<file path="config.mk">
export PLATFORM = sky130hd
export DESIGN_NAME = seq_restoring_divider
export DESIGN_NICKNAME = d
export VERILOG_FILES = /design/src/rtl/arith_pkg.sv /design/src/rtl/cla_subtractor.sv /design/src/rtl/seq_restoring_divider.sv
export SDC_FILE = /design/constraint.sdc
export NUM_CORES = 1
export LEC_CHECK = 0
export BUFFER_PORTS_ARGS = -buffer_cell sky130_fd_sc_hd__buf_2
export CAP_MARGIN = 20
export CORE_MARGIN = 2
export CORE_UTILIZATION = 40
export DETAILED_ROUTE_END_ITERATION = 7
export PLACE_DENSITY = 0.7
export RECOVER_POWER = 100
export SETUP_SLACK_MARGIN = 0.3
export SLEW_MARGIN = 20
export SYNTH_ARGS = -nofsm -noshare
export SYNTH_HDL_FRONTEND = slang
export SYNTH_SLANG_ARGS = --single-unit
</file>
<file path="constraint.sdc">
create_clock -name clk -period 2.3 [get_ports clk]
set_input_delay 0.46 -clock clk [delete_from_list [all_inputs] [get_ports clk]]
set_output_delay 0.46 -clock clk [all_outputs]
set_load 0.02 [all_outputs]
</file>
<file path="src/rtl/arith_pkg.sv">
// Shared arithmetic-datapath definitions.
// Holds the divider FSM state type, the default operand width and a helper that
// sizes step counters for a given operand width.
package arith_pkg;

  typedef enum logic [1:0] {
    StIdle,
    StCalc,
    StDone
  } state_e;

  localparam int unsigned DEFAULT_WIDTH = 4;

  // Counter width for counting down from w-1 to 0; never narrower than one bit.
  function automatic int unsigned cnt_width(input int unsigned w);
    return (w > 2) ? $clog2(w) : 1;
  endfunction

endpackage

</file>
<file path="src/rtl/cla_subtractor.sv">
// Combinational N-bit subtractor a - b computed as a + ~b + 1 with carry lookahead.
// Ports:
//   a    - minuend
//   b    - subtrahend
//   diff - a - b (modulo 2^N)
//   cout - carry out; 1 means a >= b (no borrow)
module cla_subtractor #(
  parameter int unsigned N = 5
) (
  input  logic [N-1:0] a,
  input  logic [N-1:0] b,
  output logic [N-1:0] diff,
  output logic         cout
);

  logic [N-1:0] gen;
  logic [N-1:0] prop;
  logic [N:0]   carry;

  assign gen  = a & ~b;
  assign prop = a ^ ~b;

  // Each carry is formed from the group generate/propagate of all lower bits and the
  // carry-in of 1, rather than rippling through the previous carry.
  always_comb begin
    logic grp_g;
    logic grp_p;
    carry    = '0;
    carry[0] = 1'b1;
    for (int i = 0; i < int'(N); i++) begin
      grp_g = 1'b0;
      grp_p = 1'b1;
      for (int j = 0; j <= i; j++) begin
        grp_g = gen[j] | (prop[j] & grp_g);
        grp_p = grp_p & prop[j];
      end
      carry[i+1] = grp_g | grp_p;
    end
  end

  assign diff = prop ^ carry[N-1:0];
  assign cout = carry[N];

endmodule

</file>
<file path="src/rtl/seq_restoring_divider.sv">
// Sequential unsigned restoring divider, one quotient bit per cycle.
// Ports:
//   clk, rst     - rising-edge clock, synchronous active-high reset
//   start        - request, sampled only when idle
//   dividend     - unsigned dividend, captured on acceptance
//   divisor      - unsigned divisor, captured on acceptance
//   busy         - high from the cycle after acceptance until done
//   done         - one-cycle pulse, results valid while high and held afterwards
//   quotient     - unsigned quotient (all ones on divide-by-zero)
//   remainder    - unsigned remainder (dividend on divide-by-zero)
//   div_by_zero  - set with done when the captured divisor was zero
module seq_restoring_divider
  import arith_pkg::*;
#(
  parameter int unsigned WIDTH = DEFAULT_WIDTH
) (
  input  logic             clk,
  input  logic             rst,
  input  logic             start,
  input  logic [WIDTH-1:0] dividend,
  input  logic [WIDTH-1:0] divisor,
  output logic             busy,
  output logic             done,
  output logic [WIDTH-1:0] quotient,
  output logic [WIDTH-1:0] remainder,
  output logic             div_by_zero
);

  localparam int unsigned CntW = cnt_width(WIDTH);

  state_e           state_q;
  logic [WIDTH:0]   rem_q;
  logic [WIDTH-1:0] quo_q;
  logic [WIDTH-1:0] div_q;
  logic [CntW-1:0]  cnt_q;
  logic             dz_q;

  logic [WIDTH:0]   trial_s;
  logic [WIDTH:0]   trial_d;
  logic             trial_c;

  // A restored remainder is always below the divisor, so its top bit stays zero.
  logic unused_rem_msb;
  assign unused_rem_msb = rem_q[WIDTH];

  assign trial_s = {rem_q[WIDTH-1:0], quo_q[WIDTH-1]};

  cla_subtractor #(
    .N(WIDTH + 1)
  ) u_sub (
    .a   (trial_s),
    .b   ({1'b0, div_q}),
    .diff(trial_d),
    .cout(trial_c)
  );

  always_ff @(posedge clk) begin
    if (rst) begin
      state_q     <= StIdle;
      rem_q       <= '0;
      quo_q       <= '0;
      div_q       <= '0;
      cnt_q       <= '0;
      dz_q        <= 1'b0;
      busy        <= 1'b0;
      done        <= 1'b0;
      quotient    <= '0;
      remainder   <= '0;
      div_by_zero <= 1'b0;
    end else begin
      done <= 1'b0;
      case (state_q)
        StIdle: begin
          if (start) begin
            div_q       <= divisor;
            cnt_q       <= CntW'(WIDTH - 1);
            busy        <= 1'b1;
            div_by_zero <= 1'b0;
            if (divisor == '0) begin
              // Preload the divide-by-zero result so DONE can publish R/Q unchanged.
              dz_q    <= 1'b1;
              rem_q   <= {1'b0, dividend};
              quo_q   <= '1;
              state_q <= StDone;
            end else begin
              dz_q    <= 1'b0;
              rem_q   <= '0;
              quo_q   <= dividend;
              state_q <= StCalc;
            end
          end
        end
        StCalc: begin
          if (trial_c) begin
            rem_q <= trial_d;
            quo_q <= {quo_q[WIDTH-2:0], 1'b1};
          end else begin
            rem_q <= trial_s;
            quo_q <= {quo_q[WIDTH-2:0], 1'b0};
          end
          cnt_q <= cnt_q - CntW'(1);
          if (cnt_q == '0) begin
            state_q <= StDone;
          end
        end
        StDone: begin
          done        <= 1'b1;
          busy        <= 1'b0;
          quotient    <= quo_q;
          remainder   <= rem_q[WIDTH-1:0];
          div_by_zero <= dz_q;
          state_q     <= StIdle;
        end
        default: state_q <= StIdle;
      endcase
    end
  end

endmodule

</file>
==> results of run 1 <==
where the power goes:
part / switching [mW] / internal (mW) / total, mW
logic: 0.146 / 0.0957 / 0.242
registers: 0.0287 / 0.519 / 0.547
clock network: 0.151 / 0.176 / 0.327
total: 0.326 / 0.791 / 1.12
cells in the mapped netlist, drive strengths merged (3+ instances only):
| cell | count |
|---|---|
| inv | 8 |
| a21oi | 19 |
| o211ai | 4 |
| or4 | 3 |
| nor3 | 6 |
| buf | 4 |
| nand3 | 3 |
| a2111oi | 3 |
| nor2 | 26 |
| and2 | 3 |
| ha | 6 |
| nand2 | 20 |
| a311oi | 3 |
| nor2b | 3 |
| clkbuf | 4 |
| dfxtp | 28 |
cell families (layout without fill, tap and decap cells):
logic type	Yosys count	after routing	share of synthesized area (%)
AOI/OAI and AO/OA	41	41	20.3
xor gates and xnor gates	1	1	0.649
adders and majority gates	6	6	5.57
buffers and inverters	16	36	5.66
DFF	28	28	41.6
muxes	1	1	0.742
and+or+nand+nor	72	72	25.5
final cells by class:
cell class / instances / area (sq um) / area share [%]
inverters: 8 / 30.0 / 1.98
repair buffers: 24 / 106 / 7.00
clock inverters: 1 / 30.0 / 1.98
multi-input cells: 121 / 712 / 46.9
well taps: 46 / 57.6 / 3.79
clock buffers: 3 / 22.5 / 1.48
flip-flops and latches: 28 / 561 / 36.9
state kept, by name (all words and copies together) (netlist names):
register,cells
busy,1
cnt_q,2
div_by_zero,1
div_q,4
done,1
dz_q,1
quo_q,4
quotient,4
rem_q,4
remainder,4
state_q,2
path summary, 6_finish.rpt:
check | start | end | slack, ns | cells past startpoint
setup / recovery | quo_q[3]$_SDFFE_PP0P_ | rem_q[3]$_SDFFE_PP0P_ | 0.39 | 6
hold / removal | divisor[2] | div_q[2]$_SDFFE_PP0P_ | 0.38 | 3
setup reg to reg | quo_q[3]$_SDFFE_PP0P_ | rem_q[3]$_SDFFE_PP0P_ | 0.39 | 6
hold reg to reg | dz_q$_SDFFE_PP0P_ | div_by_zero$_SDFFE_PP0P_ | 0.46 | 2
repair_timing:
item	CTS	global route
gates resized for setup	0	2
buffers inserted	0	0
endpoints found under the setup margin	0	1
metal layers:
layer / wire length (microns) / GRT usage, % / vias up
li1: - / - / 620
met1: 1410 / 23.0 / 549
met2: 1370 / 26.3 / 32
met3: 132 / 4.35 / 2
met4: 19 / 3.95 / 0
met5: 0 / 0 / -
worst max-delay path, stage by stage (launching register included):
cell      delay (ns)
dfxtp_1         0.42
inv_1           0.08
ha_1            0.33
o211ai_2        0.21
a21boi_0        0.12
or4_1           0.48
a211oi_1        0.21
per-stage QoR:
step           hold WS, ns  std cells  setup WS [ns]  total power, mW  util (%)
2_1_floorplan        0.431        165          0.598            0.738         -
3_3_place_gp         0.441        227          0.515            0.795      45.3
3_5_place_dp         0.445        227          0.430            0.799      45.3
4_1_cts              0.362        231          0.397             1.13      46.9
5_1_grt              0.387        231          0.251             1.18      46.2
6_report             0.375        231          0.388             1.12      46.2
==> flow_metrics.tcl, run 1 <==
set metrics [dict create \
    run_status "complete, no violations" \
    clk_latency_ns 0.34 \
    fillers 345 \
    antenna_found_initial 0 \
    synth_ff_type "dfxtp_1" \
    yosysTopAreaCell "dfxtp_1" \
    fin_area_sq_mm 0.00152 \
    std_cell_rows 21 \
    finalSetupViolCount 0 \
    layout_commonest_cell "dfxtp_1" \
    ys_seq_elements 28 \
    core_sq_mm 0.00328 \
    synth_cells 165 \
    drtIter0Drc 52 \
    vias_per_cell 5.21 \
    tightest_slew_ns 0.755 \
    fin_crit_ns 1.91 \
    async_flop_share_pct 0 \
    grt_pass1_wl_mm 4.66 \
    seq_area_frac_synth_pct 41.6 \
    grt-ovfl-total 0 \
    cap_violations 0 \
    hold_viol 0 \
    wl_per_cell_microns 12.7 \
    synth_edf_count 0 \
    nets 203 \
    slew_headroom_pct 49.6 \
    p_per_area_mw_per_mm2 735 \
    cts_buffer_depth 2 \
    drive_above_1_share_pct 10.3 \
    track_usage_pct 16.8 \
    gp_congestion 0.873 \
    yosysWarnings 0 \
    dp_hpwl_mm 2.15 \
    rsz0062_at_grt "false" \
    clk_pin_slew_ns 0.15 \
    cts.sinks 28 \
    hold_buffers 0 \
    hp-class "in -> reg" \
    worst_ep_required_time_ns 2.55 \
    finalCritPeriodShare_pct 83.1 \
    die_height_microns 62.1 \
    worst_ep_arrival_time_ns 2.16 \
    end_kind "register" \
    synth_nets 182 \
    dieArea_sq_mm 0.00385 \
    route.final.wire_length_mm 2.93 \
    n_antenna_cell 0 \
    crit_type "reg -> reg" \
    io_pins 22 \
    synth_top_area_share_pct 41.6 \
    synth_cell_types 39 \
    port_buffers 21 \
    path_max_fanout 4 \
    cts_made_buffers 3 \
    initial_core_util_pct 41.1 \
    cts_tree "yes" \
    peakVddDrop_v 0.000405 \
    die_w_microns 62.1 \
    synthTopCellsByArea "dfxtp_1 (42%), a21oi_1 (7.1%), nor2_1 (7.0%), ha_1 (5.6%), nand2_1 (5.6%)" \
    drc 0 \
    cts-root-buf "clkbuf_4" \
    layout.cells.most_common_list "dfxtp_1 (28), nor2_1 (25), nand2_1 (20)" \
    slew_viol_final 0 \
    finClkSkew_ns 0.0127 \
    syn-cell-area_sq_mm 0.00135 \
    h-tree-depth 1 \
    grt_pass1_vias 1013 \
    max_freq_ghz 0.523 \
    dpl-instance-area_sq_mm 0.00149 \
    ant_nets 0 \
    fin_tns_setup_ns 0 \
    syn_avg_cell_area_sq_um 8.17 \
    syn_to_final_growth_pct 12.6 \
    p_leak_nw 0.547 \
    first_pass_iters 4 \
    start_kind "register" \
    num_vias 1203 \
    grt_max_degree 29 \
]
(Power assumes the default switching activity.)
==> inputs of run 2 (changes only) <==
Settings changed: PLACE_DENSITY 0.7 to 0.72.
Clock period 2.3 ns to 1.7 ns, I/O delays scaled along.
==> run 2 against run 1 <==
Largest power group unchanged. Clock skew down 0.0038 ns. Flip-flop and latch count unchanged. Die area unchanged. Worst setup slack worse by 0.37 ns. Combinational power rose by 90%. Sequential power increased by 37%. Register-to-register slack worse by 0.37 ns. Hold slack got worse by 0.13 ns. Critical endpoint unchanged.
==> flow_metrics.tcl, run 2 (synthesized netlist as in run 1, its figures left out) <==
set metrics [dict create \
    run_status "complete, no violations" \
    drc 0 \
    gp_congestion 0.812 \
    worst-path-stages 6 \
    r2r-start "quo_q[3]$_SDFFE_PP0P_" \
    dpl-instance-area_sq_mm 0.00159 \
    p_total_mw 1.55 \
    place_worst_setup_slack_ns 0.0156 \
    nets 209 \
    min_to "div_q[1]$_SDFFE_PP0P_" \
    crit_family "compound AO/OA/AOI/OAI gates" \
    num_vias 1241 \
    reg2reg_to "rem_q[3]$_SDFFE_PP0P_" \
    reg2reg_depth 6 \
    io_pins 22 \
    seqCellArea_sq_um 572 \
    fillers 311 \
    vias_per_cell 5.24 \
    hold_viol 0 \
    max_freq_ghz 0.595 \
    layout_commonest_cell "nor2_1" \
    dieArea_sq_mm 0.00385 \
    worst_ep_required_time_ns 1.97 \
    r2r_setup_slack_ns 0.02 \
    fin_tns_setup_ns 0 \
    max_stage_delay_ns 0.46 \
    grt_max_degree 29 \
    tightest_slew_ns 0.523 \
    first_pass_iters 4 \
    cts_buffer_depth 2 \
    clk_latency_ns 0.34 \
    drtIter0Drc 92 \
    initial_core_util_pct 41.1 \
    slew_headroom_pct 65.1 \
    grt_pass1_vias 1083 \
    n_antenna_cell 0 \
    die_w_microns 62.1 \
    track_usage_pct 17.7 \
    h-tree-depth 1 \
    critPathBufInv 1 \
    ant_nets 0 \
    dp_hpwl_mm 2.17 \
    slew_viol_final 0 \
    cap_violations 0 \
    finalCritPeriodShare_pct 98.8 \
    p_leak_nw 0.647 \
    rsz0062_at_grt "true" \
    fin_ws_ns 0.0201 \
    drive_above_1_share_pct 33.5 \
    std_cell_rows 21 \
    fin_area_sq_mm 0.00171 \
    die_height_microns 62.1 \
    port_buffers 21 \
    cts_tree "yes" \
    crit_slowest_cell "or4_1" \
    p_per_area_mw_per_mm2 903 \
    peakVddDrop_v 0.000401 \
    hold_buffers 0 \
    multi_input_area_sq_um 838 \
    grt-ovfl-total 0 \
    crit_chain "inv_4, ha_4, o211ai_4, a21boi_1, or4_1, a211oi_1" \
    hp-start "divisor[1]" \
    cts_made_buffers 3 \
    worst_ep_arrival_time_ns 1.95 \
    syn_to_final_growth_pct 27.0 \
    fin_crit_ns 1.68 \
    finalSetupViolCount 0 \
    end_kind "register" \
    start_kind "register" \
    path_max_fanout 4 \
    hold_depth 3 \
    wl_per_cell_microns 13.5 \
    cts-root-buf "clkbuf_4" \
    cts.sinks 28 \
    hold-worst-slack_ns 0.243 \
    route.final.wire_length_mm 3.19 \
    crit_type "reg -> reg" \
    antenna_found_initial 0 \
    core_sq_mm 0.00328 \
    hp-class "in -> reg" \
    clk_pin_slew_ns 0.16 \
    layout.cells.most_common_list "nor2_1 (24), dfxtp_1 (21), buf_2 (21)" \
    finClkSkew_ns 0.00887 \
    grt_pass1_wl_mm 5.00 \
]
==> run 2: cell count changes in the layout (fill, tap and decap cells not counted), moves of 3 or more <==
cell       change
buf_2         +11
buf_4          +7
a2111oi_0      -3
ha_1           -5
ha_4           +4
inv_1          -3
a2111oi_2      +3
clkbuf_1      -13
dfxtp_1        -7
dfxtp_2        +6
==> run 2: cell type report <==
cell class,count,share of cell area (%)
Timing Repair Buffer,30,10.3
Multi-Input combinational cell,121,48.9
Clock buffer,4,2.12
Sequential cell,28,33.4
Inverter,8,1.90
Tap cell,46,3.36
==> run 2: power breakdown <==
part / internal [mW] / switching (mW) / total (mW) / leakage, nW
logic: 0.220 / 0.240 / 0.460 / 0.393
clock network: 0.131 / 0.207 / 0.339 / 0.0210
registers: 0.705 / 0.0428 / 0.748 / 0.232
total: 1.06 / 0.490 / 1.55 / 0.647
==> run 2: worst max path at each step <==
| stage | startpoint | endpoint | slack (ns) |
|---|---|---|---|
| 6_report | quo_q[3]$_SDFFE_PP0P_ | rem_q[3]$_SDFFE_PP0P_ | 0.02 |
| 5_1_grt | quo_q[3]$_SDFFE_PP0P_ | rem_q[0]$_SDFFE_PP0P_ | -0.05 |
| 4_1_cts | div_q[2]$_SDFFE_PP0P_ | rem_q[3]$_SDFFE_PP0P_ | 0.04 |
| 3_5_place_dp | quo_q[3]$_SDFFE_PP0P_ | rem_q[0]$_SDFFE_PP0P_ | 0.02 |
| 3_3_place_gp | quo_q[3]$_SDFFE_PP0P_ | rem_q[3]$_SDFFE_PP0P_ | 0.05 |
| 2_1_floorplan | quo_q[3]$_SDFFE_PP0P_ | rem_q[3]$_SDFFE_PP0P_ | 0.10 |
==> run 2: what timing repair did <==
action | in CTS | in global routing
endpoints found under the setup margin | 7 | 8
resized for setup | 10 | 14
setup buffers | 1 | 0
endpoints found under the hold margin | 0 | 0
cloned | 0 | 0
pin swaps | 4 | 1
==> run 2: routing by layer <==
metal	part of all wire (%)	up-vias	global-route usage, %
met5	0	-	0
met4	1.3	0	6.38
met3	4.9	5	2.48
met2	46	35	27.5
met1	48	568	25.0
li1	-	633	-
==> run 2: per-stage QoR <==
stage	util, %	cells
3_5_place_dp	48.3	232
4_1_cts	50.7	237
2_1_floorplan	-	165
3_3_place_gp	48.3	232
5_1_grt	52.2	237
6_report	52.2	237
==> run 2: worst register-to-register path, delay by kind of cell, from the launching register on <==
| kind | cells | cell delay [ns] |
|---|---|---|
| AOI/OAI and AO/OA | 3 | 0.48 |
| and+or+nand+nor | 1 | 0.46 |
| DFF | 1 | 0.41 |
| adders and majority gates | 1 | 0.23 |
| buffers and inverters | 1 | 0.04 |
